## config.mk

```make
export PLATFORM = sky130hd
export DESIGN_NAME = garo_trng_core
export DESIGN_NICKNAME = d
export VERILOG_FILES = /design/src/rtl/garo_trng_core_pkg.sv /design/src/rtl/garo_stage.sv /design/src/rtl/garo_trng_core.sv
export SDC_FILE = /design/constraint.sdc
export NUM_CORES = 1
export LEC_CHECK = 0
export CAP_MARGIN = 20
export CORE_UTILIZATION = 60
export DETAILED_ROUTE_END_ITERATION = 16
export PLACE_DENSITY = 0.91
export SYNTH_ARGS = -nofsm -noshare
export SYNTH_HDL_FRONTEND = slang
export SYNTH_HIERARCHICAL = 1
export SYNTH_SLANG_ARGS = --single-unit
```

## constraint.sdc

```tcl
create_clock -name clk -period 12.2 [get_ports clk]
set_input_delay 1.22 -clock clk [delete_from_list [all_inputs] [get_ports clk]]
set_output_delay 1.22 -clock clk [all_outputs]
set_load 0.02 [all_outputs]
```

## src/rtl/garo_trng_core_pkg.sv

```systemverilog
// Shared state encoding and parameter range limits for the GARO TRNG core.
package garo_trng_core_pkg;

  typedef enum logic [1:0] {
    ST_IDLE   = 2'd0,
    ST_WARMUP = 2'd1,
    ST_RUN    = 2'd2,
    ST_FAIL   = 2'd3
  } garo_state_e;

  localparam int MAX_STAGES    = 63;
  localparam int MAX_RCT_LIMIT = 255;

endpackage

```

## src/rtl/garo_stage.sv

```systemverilog
// One Galois ring stage: an odd inverter chain followed by the feedback XOR.
module garo_stage #(
  parameter int INV_PER_STAGE = 3
) (
  input  logic stage_i,
  input  logic fb_i,
  output logic stage_o
);

  (* keep = "true", dont_touch = "true" *) logic [INV_PER_STAGE:0] inv_chain;

  always_comb begin
    inv_chain[0] = stage_i;
    for (int k = 0; k < INV_PER_STAGE; k++) begin
      inv_chain[k+1] = ~inv_chain[k];
    end
  end

  assign stage_o = inv_chain[INV_PER_STAGE] ^ fb_i;

endmodule

```

## src/rtl/garo_trng_core.sv

```systemverilog
// Galois ring oscillator TRNG: ring, raw-bit synchroniser, decimation,
// von Neumann correction, repetition-count health test and word output.
module garo_trng_core
  import garo_trng_core_pkg::*;
#(
  parameter int                  N_STAGES      = 15,
  parameter int                  INV_PER_STAGE = 3,
  parameter logic [N_STAGES-1:0] POLY          = 15'h4E2B,
  parameter int                  DECIM         = 8,
  parameter int                  WIDTH         = 32,
  parameter int                  WARMUP_CYC    = 256,
  parameter int                  RCT_LIMIT     = 31
) (
  input  logic             clk,
  input  logic             rst,
  input  logic             enable,
  input  logic             test_mode,
  input  logic             test_bit,
  output logic [WIDTH-1:0] rnd_data,
  output logic             rnd_valid,
  input  logic             rnd_ready,
  output logic             health_fail,
  output logic             busy
);

  localparam int WW = $clog2(WARMUP_CYC + 1);
  localparam int BW = $clog2(WIDTH + 1);
  localparam logic [7:0]    DEC_LAST  = 8'(DECIM - 1);
  localparam logic [7:0]    RCT_MAX   = 8'(RCT_LIMIT);
  localparam logic [WW-1:0] WARM_LAST = WW'(WARMUP_CYC - 1);
  localparam logic [BW-1:0] BIT_LAST  = BW'(WIDTH - 1);

  if (N_STAGES < 3 || N_STAGES > MAX_STAGES || (N_STAGES % 2) == 0) begin : g_bad_stages
    $error("garo_trng_core: N_STAGES must be odd and within 3..MAX_STAGES");
  end
  if (RCT_LIMIT < 2 || RCT_LIMIT > MAX_RCT_LIMIT) begin : g_bad_rct
    $error("garo_trng_core: RCT_LIMIT must be within 2..MAX_RCT_LIMIT");
  end

  logic                ring_q;
  logic [N_STAGES-1:0] taps;
  logic [1:0]          sync_q;
  logic [1:0]          rst_sync_q;
  logic                run_ok;

  // The loop closes through ring_q, so the inverter chains form a long
  // sampled path instead of a combinational cycle; enable low freezes it.
  for (genvar i = 0; i < N_STAGES; i++) begin : g_ring
    (* keep = "true", dont_touch = "true" *) logic stage_in;
    (* keep = "true", dont_touch = "true" *) logic stage_out;
    logic fb;
    if (i == 0) begin : g_head
      assign stage_in = ring_q;
    end else begin : g_link
      assign stage_in = g_ring[i-1].stage_out;
    end
    assign fb = POLY[i] & ring_q & enable;
    garo_stage #(.INV_PER_STAGE(INV_PER_STAGE)) u_stage (
      .stage_i (stage_in),
      .fb_i    (fb),
      .stage_o (stage_out)
    );
    assign taps[i] = stage_out;
  end

  always_ff @(posedge clk or posedge rst) begin
    if (rst) begin
      ring_q     <= 1'b0;
      sync_q     <= 2'b00;
      rst_sync_q <= 2'b00;
    end else begin
      ring_q     <= enable & taps[N_STAGES-1];
      sync_q     <= {sync_q[0], ^taps};
      rst_sync_q <= {rst_sync_q[0], 1'b1};
    end
  end

  assign run_ok = rst_sync_q[1];

  garo_state_e      state_q;
  logic             busy_q, fail_q;
  logic [WW-1:0]    warm_q;
  logic [7:0]       dec_q;
  logic             pair_q, first_q;
  logic [BW-1:0]    bit_cnt_q;
  logic [WIDTH-2:0] shift_q;
  logic [7:0]       rct_q;
  logic             prev_q;
  logic [WIDTH-1:0] data_q;
  logic             valid_q;

  logic             raw_bit, strobe, emit, word_done;
  logic [WIDTH-1:0] word_d;
  logic [7:0]       rct_d;

  assign raw_bit   = test_mode ? test_bit : sync_q[1];
  assign strobe    = enable && (state_q == ST_RUN) && (dec_q == DEC_LAST);
  assign emit      = strobe && pair_q && (first_q != raw_bit);
  assign word_done = emit && (bit_cnt_q == BIT_LAST);
  assign word_d    = {shift_q, first_q};

  always_comb begin
    rct_d = 8'd1;
    if (rct_q != 8'd0 && raw_bit == prev_q) begin
      rct_d = (rct_q == RCT_MAX) ? rct_q : rct_q + 8'd1;
    end
  end

  // The output handshake runs in every state so a pending word always drains.
  always_ff @(posedge clk or posedge rst) begin
    if (rst) begin
      state_q   <= ST_IDLE;
      busy_q    <= 1'b0;
      fail_q    <= 1'b0;
      warm_q    <= '0;
      dec_q     <= '0;
      pair_q    <= 1'b0;
      first_q   <= 1'b0;
      bit_cnt_q <= '0;
      shift_q   <= '0;
      rct_q     <= '0;
      prev_q    <= 1'b0;
      data_q    <= '0;
      valid_q   <= 1'b0;
    end else begin
      if (word_done && (!valid_q || rnd_ready)) begin
        data_q  <= word_d;
        valid_q <= 1'b1;
      end else if (valid_q && rnd_ready) begin
        valid_q <= 1'b0;
      end

      if (!enable) begin
        state_q   <= ST_IDLE;
        busy_q    <= 1'b0;
        dec_q     <= '0;
        pair_q    <= 1'b0;
        bit_cnt_q <= '0;
      end else begin
        case (state_q)
          ST_IDLE: begin
            if (run_ok) begin
              state_q   <= ST_WARMUP;
              busy_q    <= 1'b1;
              fail_q    <= 1'b0;
              warm_q    <= '0;
              dec_q     <= '0;
              pair_q    <= 1'b0;
              bit_cnt_q <= '0;
              rct_q     <= '0;
              prev_q    <= 1'b0;
            end
          end
          ST_WARMUP: begin
            if (warm_q == WARM_LAST) begin
              state_q <= ST_RUN;
            end else begin
              warm_q <= warm_q + WW'(1);
            end
          end
          ST_RUN: begin
            if (strobe) begin
              dec_q  <= '0;
              prev_q <= raw_bit;
              rct_q  <= rct_d;
              pair_q <= ~pair_q;
              if (!pair_q) begin
                first_q <= raw_bit;
              end
              if (emit) begin
                shift_q   <= word_d[WIDTH-2:0];
                bit_cnt_q <= word_done ? '0 : bit_cnt_q + BW'(1);
              end
              if (rct_d == RCT_MAX) begin
                state_q <= ST_FAIL;
                busy_q  <= 1'b0;
                fail_q  <= 1'b1;
              end
            end else begin
              dec_q <= dec_q + 8'd1;
            end
          end
          ST_FAIL: begin
          end
          default: begin
            state_q <= ST_IDLE;
            busy_q  <= 1'b0;
          end
        endcase
      end
    end
  end

  assign rnd_data    = data_q;
  assign rnd_valid   = valid_q;
  assign health_fail = fail_q;
  assign busy        = busy_q;

endmodule
```

Word level (Yosys, flattened, before mapping)
Index checks and enable logic that the tools add are counted.
Word-level totals
  register bits: 107
  input bits: 6
  output and inout bits: 35
  logic and storage cells: 125
Operators by class
  add/sub/neg operators: 4
  equal/unequal tests: 20
  muxes and demuxes: 40
  bitwise operators: 19
  reductions and logical operators: 26
Operator list (count)
  $mux 8: 6
  $pmux 8 s2: 2
  $mux 6: 5
  $reduce_and 4->1: 6
  $mux 9: 2
  $pmux 9 s2: 1
  $add 8x1->8 const B: 2
  $eq 8x5->1 const B: 2
  $reduce_xor 15->1: 1
  $mux 1: 13
  $ne 3x3->1 const B: 4
  $pmux 6 s2: 1
  $mux 2: 5
  $reduce_and 5->1: 2
  $add 9x1->9 const B: 1
  $eq 9x8->1 const B: 1
  $not 1->1: 9
  $eq 8x3->1 const B: 1
  $logic_and 1x1->1: 8
  $pmux 1 s2: 4
  $reduce_bool 8->1: 1
  $xor 1x1->1: 8
  $add 6x1->6 const B: 1
  $eq 6x5->1 const B: 1
  17 further kinds: 22

Longest topological paths before layout
  depth in word-level cells: 14
  depth in mapped cells: 21

Modules after synthesis
The synthesis kept the hierarchy.
Modules (own cells, without submodules)
  garo_trng_core: times used 1, cells each 439, area an instance 5082.4 um^2, seq. area each 2677.6 um^2
  garo_stage: times used 15, cells each 5, area an instance 35.0 um^2, seq. area each 0.0 um^2

Worst setup path after synthesis
OpenSTA, ideal clock, no wires.
  path kind: input -> register
  start point: in enable
  end point: reg sync_q[0]
  setup time: 0.125 ns
  data arrival time: 7.439 ns
  data required time: 12.075 ns
  slack: 4.636 ns
  stages on the path: 21
  buffers on the path: 1
  cell sequence: clkbuf_1 and2_1 xnor2_1 xnor2_1 xnor2_1 xnor2_1 xnor2_1 xnor2_1 xnor2_1 xnor2_1 xnor2_1 xnor2_1 xnor2_1 xnor2_1 xnor2_1 xnor2_1 xnor2_1 xnor2_1 xnor2_1 xnor2_1 xnor2_1
Between the ends
  elaborated cells between the ends (all ways): 17
  classes of those cells: bitwise: 16; reduce/logical: 1
RTL lines
  from (decl): RTL line garo_trng_core.sv:16  | input logic enable,
  $and 1x1->1: RTL line garo_trng_core.sv:57  | assign fb = POLY[i] & ring_q & enable;
  named net g_ring[0].fb: RTL line garo_trng_core.sv:51  | logic fb;
  $xor 1x1->1: RTL line garo_stage.sv:19  | assign stage_o = inv_chain[INV_PER_STAGE] ^ fb_i;
  named net g_ring[0].stage_out: RTL line garo_trng_core.sv:50  | (* keep = "true", dont_touch = "true" *) logic stage_out;
  $not 1->1: RTL line garo_stage.sv:15  | inv_chain[k+1] = ~inv_chain[k];
  $xor 1x1->1: RTL line garo_stage.sv:19
  named net g_ring[1].stage_out: RTL line garo_trng_core.sv:50
  $not 1->1: RTL line garo_stage.sv:15
  named net g_ring[2].stage_out: RTL line garo_trng_core.sv:50
  $reduce_xor 15->1: RTL line garo_trng_core.sv:73  | sync_q <= {sync_q[0], ^taps};
  to (signal assigned): RTL line garo_trng_core.sv:73
  to (decl): RTL line garo_trng_core.sv:42  | logic [1:0] sync_q;
The timed path passes the listed nets, and every way through them passes these cells.
A chain may end at the register's enable or synchronous reset.

Worst setup path in the final report
Same ends and word-level chain as after synthesis.

==> results.toml <==
[placed_design]
pre_cts_slack_ns = 5.29
portBuffers = 40
globalplace.congestion = 0.823
place_area_um2 = 5630
dp_hpwl_um = 6710

[flow_run]
cap_violations = 0

[routing]
num_vias = 3417
drtAntennaViolNets = 0
finalWirelength_um = 9620
drc = 0
post_drt_wl_per_cell_um = 16.2
vias_per_cell = 5.74
drt_iter0_markers = 225
firstDrtPassIters = 4

[final_layout]
postLayoutCellArea_um2 = 5810
drive_gt1_share_pct = 19.4
finish.net_count = 500
final_common_cell = "dfrtp_1"
nFillCells = 528
insertedDiodeCount = 0
syn_to_final_growth_pct = 13.7
layout_common_cells = "107 x dfrtp_1, 64 x mux2_2, 40 x clkdlybuf4s50_1"

[sta]
final_max_slew_viol_count = 0
worstMarginPinSlew_ns = 0.701
fmax_ghz = 0.152
finalCritPeriodShare_pct = 53.9
hold_viol_final = 0
skew_ns = 0.0137
period_needed_ns = 6.57
worst_slack_ns = 5.63
rsz0062_at_grt = "false"
holdWs_ns = 0.378
setup_viol = 0
setup_tns_ns = 0
slew_headroom_pct = 53.3

[global_routing]
grt_pass1_wl_um = 16200
overflow = 0
grt_start_max_net_pins = 57
grt_pass1_vias = 3424
track_usage_pct = 23.7
antenna_found_initial = 0

[setup_path]
reg2reg_setup_slack_ns = 6.97
critPathKind = "primary input to register"
critPathMaxFanout = 16
crit_arrival_ns = 6.87
end_kind = "register"
startpoint_type = "primary input"
cp.required_ns = 12.49

[floorplan]
io_pins = 41
die_area_um2 = 8890
dieWidth_um = 94.3
core_um2 = 8220
initial_core_util_pct = 62.2
rows = 33
die_h_um = 94.3

[clocking]
path_clk_slew_ns = 0.10
clk_latency_ns = 0.37
cts_tree = "built"
postCtsSetupBuffers = 0
clock-sinks = 107
root_buffer = "clkbuf_8"
cts_hold_buf = 0
ctsResizeCount = 0
cts_max_path_buffers = 2
cts-htree-levels = 3
numCtsBuffers = 9

[power]
powerDensity_nw_per_um2 = 187
power_w = 0.00109
max-vdd-ir-drop_v = 0.000325
p_leak_nw = 2.68

[logic_synthesis]
syn_inst = 440
synth_area_um2 = 5110
avgSynthCellArea_um2 = 11.6
synth_warnings = 6

[min_path]
hold_path_class = "register to register"

[run_status]
outcome = "finished clean"
==> state kept, by name (all words and copies together), names as in the netlist, 6 cells and up <==
name,flops
rnd_data,32
shift_q,31
dec_q,8
rct_q,8
warm_q,9
bit_cnt_q,6
==> layout make-up <==
class                      instances  area, um^2  area share (%)
sequential                       107        2680            46.1
tap                              105         131            2.26
timing repair buffer              43         423            7.28
clock inverter                     6        56.3           0.969
clock buffer                      10         128            2.20
multi-input combinational        314        2350            40.5
inverter                          10        40.0           0.689
==> worst max-delay path, cell delays in order <==
cell,delay [ns]
clkdlybuf4s50_1,0.79
and2_1,0.48
xnor2_1,0.21
xnor2_1,0.35
xnor2_1,0.19
xnor2_1,0.33
xnor2_1,0.18
xnor2_1,0.34
xnor2_1,0.18
xnor2_1,0.32
xnor2_1,0.17
xnor2_1,0.32
xnor2_1,0.18
xnor2_1,0.30
xnor2_1,0.18
xnor2_1,0.30
xnor2_1,0.15
xnor2_1,0.23
xnor2_1,0.16
xnor2_1,0.15
xnor2_1,0.13
==> stage by stage <==
stage	utilization, %	std cells
after floorplan	-	446
after global placement	68.5	579
after detailed placement	68.5	579
after CTS	70.7	595
after global routing	70.7	595
final	70.7	595
==> power breakdown <==
part	internal [W]	switching, W	total, W
logic	0.000254	0.000240	0.000495
registers	0.000377	0.0000123	0.000389
clock network	0.0000787	0.000127	0.000205
total	0.000710	0.000379	0.00109
==> per-layer routing <==
metal  part of all wire [%]  wire [um]  up-vias  global-route usage [%]
li1                       -          -     1643                       -
met1                     45       4300     1691                    31.8
met2                     51       4880       70                    39.1
met3                    3.0        291       13                    4.13
met4                    1.5        149        0                    7.95
met5                      0          0        -                       0
==> path summary, 6_finish.rpt <==
check,from,to,depth (start not counted)
max,enable,sync_q[0],21
min,rst_sync_q[0],rst_sync_q[1],0
max reg2reg,g_ring[0].stage_in,sync_q[0],20
min reg2reg,rst_sync_q[0],rst_sync_q[1],0
max in group asynchronous,rst,shift_q[27],3
min in group asynchronous,rst,rnd_data[4],2
No activity file was read; power rests on OpenSTA's default activity.
